## src/rtl/apple_manager.sv

```systemverilog
// -----------------------------------------------------------------------------
// apple_manager
//
// Places the apple for the snake game and detects when the snake eats it.
// Candidate coordinates arrive every cycle from a free-running generator. The
// first legal candidate (inside the play field and not under the snake head)
// becomes the live apple. If too many candidates in a row are rejected, a fixed
// fallback position is used. When the head reaches the apple on a move tick,
// the block pulses eat, bumps a saturating 4-digit BCD score and re-places the
// apple.
//
// Ports:
//   VGA_CLK      in   1   sole clock, rising edge
//   reset        in   1   synchronous, active-high, dominates everything
//   start        in   1   one-cycle pulse, begins a game from IDLE
//   move_tick    in   1   one-cycle pulse when head_x/head_y take a new value
//   cand_x/y     in  10   candidate apple top-left from the generator
//   head_x/y     in  10   snake head top-left
//   apple_x/y    out 10   live apple top-left (holds while apple_valid=0)
//   apple_valid  out  1   apple placed and drawable
//   eat          out  1   one-cycle pulse per apple eaten
//   score_bcd    out 16   four BCD digits, [15:12] thousands
// -----------------------------------------------------------------------------
module apple_manager #(
    parameter int CELL       = 10,
    parameter int X_MIN      = 20,
    parameter int X_MAX      = 580,
    parameter int Y_MIN      = 20,
    parameter int Y_MAX      = 440,
    parameter int MAX_TRIES  = 64,
    parameter int FALLBACK_X = 320,
    parameter int FALLBACK_Y = 240
) (
    input  logic        VGA_CLK,
    input  logic        reset,
    input  logic        start,
    input  logic        move_tick,
    input  logic [9:0]  cand_x,
    input  logic [9:0]  cand_y,
    input  logic [9:0]  head_x,
    input  logic [9:0]  head_y,
    output logic [9:0]  apple_x,
    output logic [9:0]  apple_y,
    output logic        apple_valid,
    output logic        eat,
    output logic [15:0] score_bcd
);

    localparam int          TRY_W    = (MAX_TRIES > 1) ? $clog2(MAX_TRIES) : 1;
    localparam logic [10:0] CELL_W   = 11'(CELL);
    localparam logic [TRY_W-1:0] TRY_LAST = TRY_W'(MAX_TRIES - 1);

    typedef enum logic [1:0] {
        ST_IDLE   = 2'd0,
        ST_PLACE  = 2'd1,
        ST_ACTIVE = 2'd2
    } state_t;

    state_t           state_r;
    state_t           state_s;
    logic [9:0]       apple_x_r;
    logic [9:0]       apple_x_s;
    logic [9:0]       apple_y_r;
    logic [9:0]       apple_y_s;
    logic             apple_valid_r;
    logic             apple_valid_s;
    logic             eat_r;
    logic             eat_s;
    logic [15:0]      score_r;
    logic [15:0]      score_s;
    logic [TRY_W-1:0] try_r;
    logic [TRY_W-1:0] try_s;

    logic             cand_in_bounds_s;
    logic             cand_legal_s;
    logic             head_hit_s;

    // Square overlap test; operands widened to 11 bits so a+CELL cannot wrap.
    function automatic logic overlap(
        input logic [9:0] ax,
        input logic [9:0] ay,
        input logic [9:0] bx,
        input logic [9:0] by
    );
        logic [10:0] ax_w;
        logic [10:0] ay_w;
        logic [10:0] bx_w;
        logic [10:0] by_w;
        ax_w = {1'b0, ax};
        ay_w = {1'b0, ay};
        bx_w = {1'b0, bx};
        by_w = {1'b0, by};
        return (ax_w < (bx_w + CELL_W)) && (bx_w < (ax_w + CELL_W)) &&
               (ay_w < (by_w + CELL_W)) && (by_w < (ay_w + CELL_W));
    endfunction

    // Saturating BCD increment: ripple carry through the digits, hold at 9999.
    function automatic logic [15:0] bcd_inc(input logic [15:0] value);
        logic [15:0] result;
        logic        carry;
        result = value;
        carry  = 1'b1;
        if (value == 16'h9999) begin
            result = value;
        end else begin
            for (int i = 0; i < 4; i++) begin
                if (carry) begin
                    if (result[i*4 +: 4] == 4'd9) begin
                        result[i*4 +: 4] = 4'd0;
                        carry            = 1'b1;
                    end else begin
                        result[i*4 +: 4] = result[i*4 +: 4] + 4'd1;
                        carry            = 1'b0;
                    end
                end else begin
                    carry = 1'b0;
                end
            end
        end
        return result;
    endfunction

    // Candidate legality and head-on-apple detection.
    always_comb begin
        cand_in_bounds_s = (cand_x >= 10'(X_MIN)) && (cand_x <= 10'(X_MAX)) &&
                           (cand_y >= 10'(Y_MIN)) && (cand_y <= 10'(Y_MAX));
        cand_legal_s     = cand_in_bounds_s && !overlap(cand_x, cand_y, head_x, head_y);
        head_hit_s       = overlap(head_x, head_y, apple_x_r, apple_y_r);
    end

    // Next-state and next-output logic for the placement/eat FSM.
    always_comb begin
        state_s       = state_r;
        apple_x_s     = apple_x_r;
        apple_y_s     = apple_y_r;
        apple_valid_s = apple_valid_r;
        eat_s         = 1'b0;
        score_s       = score_r;
        try_s         = try_r;

        case (state_r)
            ST_IDLE: begin
                if (start) begin
                    score_s = 16'h0000;
                    try_s   = {TRY_W{1'b0}};
                    state_s = ST_PLACE;
                end else begin
                    state_s = ST_IDLE;
                end
            end

            ST_PLACE: begin
                if (cand_legal_s) begin
                    apple_x_s     = cand_x;
                    apple_y_s     = cand_y;
                    apple_valid_s = 1'b1;
                    try_s         = {TRY_W{1'b0}};
                    state_s       = ST_ACTIVE;
                end else if (try_r == TRY_LAST) begin
                    // Out of tries: use the fixed position without a head check.
                    apple_x_s     = 10'(FALLBACK_X);
                    apple_y_s     = 10'(FALLBACK_Y);
                    apple_valid_s = 1'b1;
                    try_s         = {TRY_W{1'b0}};
                    state_s       = ST_ACTIVE;
                end else begin
                    try_s = try_r + TRY_W'(1);
                end
            end

            ST_ACTIVE: begin
                if (move_tick && head_hit_s) begin
                    eat_s         = 1'b1;
                    apple_valid_s = 1'b0;
                    score_s       = bcd_inc(score_r);
                    state_s       = ST_PLACE;
                end else begin
                    state_s = ST_ACTIVE;
                end
            end

            default: begin
                state_s       = ST_IDLE;
                apple_valid_s = 1'b0;
            end
        endcase
    end

    // State and output registers with synchronous reset.
    always_ff @(posedge VGA_CLK) begin
        if (reset) begin
            state_r       <= ST_IDLE;
            apple_x_r     <= 10'd0;
            apple_y_r     <= 10'd0;
            apple_valid_r <= 1'b0;
            eat_r         <= 1'b0;
            score_r       <= 16'h0000;
            try_r         <= {TRY_W{1'b0}};
        end else begin
            state_r       <= state_s;
            apple_x_r     <= apple_x_s;
            apple_y_r     <= apple_y_s;
            apple_valid_r <= apple_valid_s;
            eat_r         <= eat_s;
            score_r       <= score_s;
            try_r         <= try_s;
        end
    end

    assign apple_x     = apple_x_r;
    assign apple_y     = apple_y_r;
    assign apple_valid = apple_valid_r;
    assign eat         = eat_r;
    assign score_bcd   = score_r;

endmodule

```

## config.mk

```make
export PLATFORM = sky130hd
export DESIGN_NAME = apple_manager
export DESIGN_NICKNAME = d
export VERILOG_FILES = /design/src/rtl/apple_manager.sv
export SDC_FILE = /design/constraint.sdc
export NUM_CORES = 1
export LEC_CHECK = 0
export BUFFER_PORTS_ARGS = -buffer_cell sky130_fd_sc_hd__buf_4
export CAP_MARGIN = 20
export CORE_MARGIN = 2
export CORE_UTILIZATION = 31
export DETAILED_ROUTE_END_ITERATION = 7
export PLACE_DENSITY = 0.49
export SLEW_MARGIN = 20
export SYNTH_ARGS = -nofsm -noshare
export SYNTH_HDL_FRONTEND = slang
export SYNTH_SLANG_ARGS = --single-unit
```

## constraint.sdc

```tcl
create_clock -name VGA_CLK -period 4.01 [get_ports VGA_CLK]
set_input_delay 0.802 -clock VGA_CLK [delete_from_list [all_inputs] [get_ports VGA_CLK]]
set_output_delay 0.802 -clock VGA_CLK [all_outputs]
set_load 0.005 [all_outputs]
```

# After elaboration in Yosys (flattened, before gate mapping)
# Index checks and enable logic that the tools add are counted.
# W data, S select, Z words.
# op_classes
bitwise_logic,2
magnitude_cmp,12
n_mux,43
reduce_logical,24
add_sub_neg,11
eq_ne,15
# ops
op,n
$lt A10 B11 Y1,8
$add A10 B4 Y11 const B,6
$mux W16,3
$mux W10,4
$pmux W16 S2,1
$mux W4,7
$ge A10 B5 Y1 const B,2
$mux W1,19
$mux W6,3
$add A4 B1 Y4 const B,4
$eq A16 B16 Y1 const B,1
$eq A4 B4 Y1 const B,4
$reduce_and A5 Y1,3
$ne A2 B2 Y1 const B,6
$pmux W6 S2,1
$logic_and A1 B1 Y1,11
$le A10 B10 Y1 const B,1
$le A10 B9 Y1 const B,1
$add A6 B1 Y6 const B,1
$eq A6 B6 Y1 const B,1
$mux W2,3
$pmux W2 S3,1
$reduce_bool A2 Y1,3
$reduce_and A2 Y1,2
other kinds (10),11
# totals
ff_bits,46
elab_cells,117
in_bits,44

# Longest topological paths before layout
# depth
ltp_word,20
depth_mapped,15

# Worst setup path after synthesis
# No wires, ideal clock.
# synth_timing
path_type,input port to flip-flop
from,input port cand_y[1]
to,register apple_y_r[9] (netlist: apple_y[9])
path_stages,15
setup_slack_ps,423
arrival_time_ps,3528
t_required_ps,3951
cell_sequence,ha_1 -> o21ai_0 -> xor2_1 -> ha_1 -> o21a_1 -> o2111ai_1 -> a21oi_1 -> a211o_1 -> a21oi_1 -> a41oi_1 -> o21a_1 -> buf_2 -> nor2_1 -> buf_2 -> and2_1
# synth_between
elab_chain_len,7
# synth_rtl
item,line_no,text
from (decl),39,"input logic [9:0] cand_y,"
$add A10 B4 Y11 / $lt A10 B11 Y1 (equally long branches),94,(ay_w < (by_w + CELL_W)) && (by_w < (ay_w + CELL_W));
$lt A10 B11 Y1 / $logic_and A1 B1 Y1 (equally long branches),"94, 93",
$logic_and A1 B1 Y1,94,
$logic_not A1 Y1,127,"cand_legal_s = cand_in_bounds_s && !overlap(cand_x, cand_y, head_x, head_y);"
$logic_and A1 B1 Y1 (*),127,
$reduce_bool A2 Y1 (no source line),n/a,
$reduce_and A2 Y1 (no source line),n/a,
to (signal assigned),202,apple_y_r <= apple_y_s;
to (decl),63,logic [9:0] apple_y_r;
# Mark *: on every way between the ends. The rest lies on a longest branch, timed or not.
# A chain may end at the register's enable or synchronous reset.

# Final worst setup path
# layout_timing
from,input port head_x[1]
to,register score_r[5] (netlist: score_bcd[5])
# layout_between
elab_chain_len,8
# layout_rtl
item,line_no,text
from (decl),40,"input logic [9:0] head_x,"
$add A10 B4 Y11,93,return (ax_w < (bx_w + CELL_W)) && (bx_w < (ax_w + CELL_W)) &&
$lt A10 B11 Y1,93,
$logic_and A1 B1 Y1 (*) (2 in series),93,
$logic_and A1 B1 Y1 (*),94,
$logic_and A1 B1 Y1 (*),172,if (move_tick && head_hit_s) begin
$ne A2 B2 Y1 (no source line) (*),n/a,
$reduce_and A5 Y1 (no source line) (*),n/a,
to (signal assigned),205,score_r <= score_s;
to (decl),69,logic [15:0] score_r;
# Marks and branches as above.

==> impl_metrics.tcl <==
set metrics [dict create \
    status "finished clean" \
    rows 43 \
    place_congestion 0.869 \
    report.final.slew_viol_count 0 \
    skew_ns 0.00626 \
    gr-usage-all-layers_pct 18.8 \
    reg2reg_to "score_bcd[5]" \
    p_int_w 0.000869 \
    grt_pass1_wl_um 22500 \
    cts_root_buf "clkbuf_16" \
    rr_startpoint "apple_x[2]" \
    drt-initial-drc-count 309 \
    die_area_um2 15200 \
    multiInputGateArea_um2 3370 \
    synth-main-ff-cell "dfxtp_1" \
    clkLatencyLatePin_ns 0.30 \
    synth-seq-area-share_pct 20.9 \
    path_class "primary input to register" \
    layout.area.seq_um2 921 \
    grt_max_degree 22 \
    wl_per_cell_um 17.1 \
    ios 82 \
    insertedDiodeCount 0 \
    p_leak_nw 2.27 \
    rsz0062_at_grt "false" \
    via_per_inst 5.48 \
    hold_end "try_r[3]" \
    peakVddDrop_uv 140 \
    avgSynthCellArea_um2 8.36 \
    cts_buffers 5 \
    core_um2 13900 \
    dr.pass1.iters 4 \
    hp-class "register to register" \
    power_density_nw_per_um2 238 \
    cts_tree "built" \
    worstMarginPinSlew_ns 0.699 \
    drv_cap 0 \
    required_ns 4.24 \
    finalHoldViolations 0 \
    clock_sinks 46 \
    layout_min_cycle_time_ns 3.69 \
    synthCells 526 \
    clock_path_buffers 2 \
    postRouteAntennaNets 0 \
    drt-total-wl_um 13500 \
    combPwrFrac_pct 29.1 \
    endpoint_kind "register" \
    area_growth_pct 22.8 \
    layout_commonest_cell "buf_4" \
    switchingPower_w 0.000414 \
    setup_viol 0 \
    grt_pass1_vias 4372 \
    r2r_setup_slack_ns 0.35 \
    r2r.worst_path.cells 12 \
    grt_overflow_total 0 \
    holdWs_ns 0.494 \
    h-tree-depth 2 \
    hold_start "try_r[3]" \
    clockPowerShare_pct 32.5 \
    dpl.hpwl_um 10700 \
    ys_ff_latch 46 \
    port_buffers 81 \
    yosysWarnings 0 \
    synth_cell_types 54 \
    synth_edf_count 0 \
    die_x_um 123 \
    drive_gt1_share_pct 18.6 \
    num_vias 4324 \
    postCtsHoldBufs 0 \
    tns_ns 0 \
    n_fill_cell 1467 \
    chipHeight_um 123 \
    clk_pin_slew_ns 0.07 \
    path_max_fanout 6 \
    final_nets 729 \
    antenna_found_initial 0 \
    worstSetupStartpointType "primary input" \
    clock.fmax_mhz 271 \
    pwr-share-seq_pct 38.4 \
    swShare_pct 32.3 \
    drcViolationCount 0 \
    max_slew_margin_pct 53.3 \
    synthArstFlopShare_pct 0 \
    final.period_utilization_pct 91.9 \
    holdPathStages 1 \
    initial_utilization_pct 31.7 \
    final_cell_mix "buf_4, ha_1, dfxtp_1" \
    arrival_ns 3.92 \
    syn_nets 647 \
    syn_area_um2 4400 \
]
==> what timing repair did <==
item,in CTS,in global routing
setup buffers,0,0
setup endpoints to repair,0,4
resized for setup,0,2
==> per-layer routing <==
layer	wire length, µm	vias up	GRT usage [%]
met5	0	-	0
met4	154	0	4.83
met3	624	12	2.91
met2	6420	109	31.1
met1	6310	2041	25.5
li1	-	2162	-
==> area by class of cell <==
| class | instances | area share, % |
|---|---|---|
| Sequential cell | 46 | 17.1 |
| Inverter | 17 | 1.18 |
| Tap cell | 180 | 4.17 |
| Timing Repair Buffer | 88 | 12.5 |
| Clock buffer | 6 | 2.39 |
| Clock inverter | 2 | 0.255 |
| Multi-Input combinational cell | 450 | 62.5 |
==> Yosys cell counts, drive strengths merged, types with 4 or more instances <==
cell type   n  area, µm²
nand3      19       95.1
nand4      10       62.6
nor2b       8       50.1
a211oi      5       37.5
o21ai      40        204
nor2       39        149
xor2       30        263
a22o       15        131
nand3b      5       37.5
o21a        4       30.0
nor3        8       40.0
nand2b     13       81.3
a21oi      38        198
dfxtp      46        921
nand2      31        116
and3        9       56.3
o2111ai    12        105
o221a       7       78.8
clkbuf     11       41.3
ha         77        963
o211ai      6       45.0
a2111oi     6       71.3
or3         5       31.3
xnor2      14        123
a21o        7       52.6
inv        17       63.8
a211o       5       43.8
o31ai       4       30.0
==> worst max-delay path, cell delays in order <==
cell	delay, ns
buf_4	0.14
ha_1	0.25
xor2_1	0.24
ha_1	0.27
o21ai_0	0.07
a21oi_1	0.07
o41ai_1	0.32
o21bai_1	0.12
maj3_2	0.39
a2111oi_4	0.49
nor2_2	0.12
or4b_1	0.49
a21oi_1	0.15
==> worst max path at each step <==
| stage | slack (ns) | depth (start not counted) | startpoint | endpoint |
|---|---|---|---|---|
| floorplan | 0.42 | 15 | cand_y[1] | apple_y[9] |
| global placement | 0.09 | 13 | head_x[1] | score_bcd[5] |
| detailed placement | 0.02 | 13 | head_x[1] | score_bcd[5] |
| CTS | 0.22 | 11 | apple_x[3] | score_bcd[5] |
| global route | 0.08 | 13 | head_x[1] | score_bcd[5] |
| finish | 0.32 | 13 | head_x[1] | score_bcd[5] |
==> power by group through the flow <==
stage	combinational [W]	clock (W)	sequential [W]
floorplan	0.000225	0	0.000494
global placement	0.000367	0	0.000503
detailed placement	0.000371	0	0.000503
CTS	0.000375	0.000438	0.000493
global route	0.000426	0.000447	0.000496
finish	0.000374	0.000417	0.000493
==> state kept, by name (all words and copies together), names as in the netlist <==
name	cells
apple_x	10
eat	1
apple_valid	1
state_r	2
score_bcd	16
apple_y	10
try_r	6
==> logic make-up (layout without fill, tap and decap cells) <==
logic type,count (synthesis),in the layout,synth area share (%)
AND/OR/NAND/NOR,161,161,18.8
XOR/XNOR,44,44,8.76
adder cells (fa/ha/maj),79,79,22.4
multiplexers,3,3,0.683
buffers and inverters,30,113,2.62
AO/OA/AOI/OAI,163,163,25.8
flip-flops,46,46,20.9
==> per-stage QoR <==
step                      instance area (µm²)  power [W]  worst slack (ns)  instances  utilization (%)
after floorplan                          4400   0.000719             0.423        526                -
after global placement                   5250   0.000870            0.0858        781             37.8
after detailed placement                 5250   0.000874            0.0200        781             37.8
after CTS                                5390    0.00131             0.220        789             38.8
after global routing                     5400    0.00137            0.0843        789             38.9
final                                    5400    0.00128             0.324        789             38.9
No activity file was read; power rests on OpenSTA's default activity.
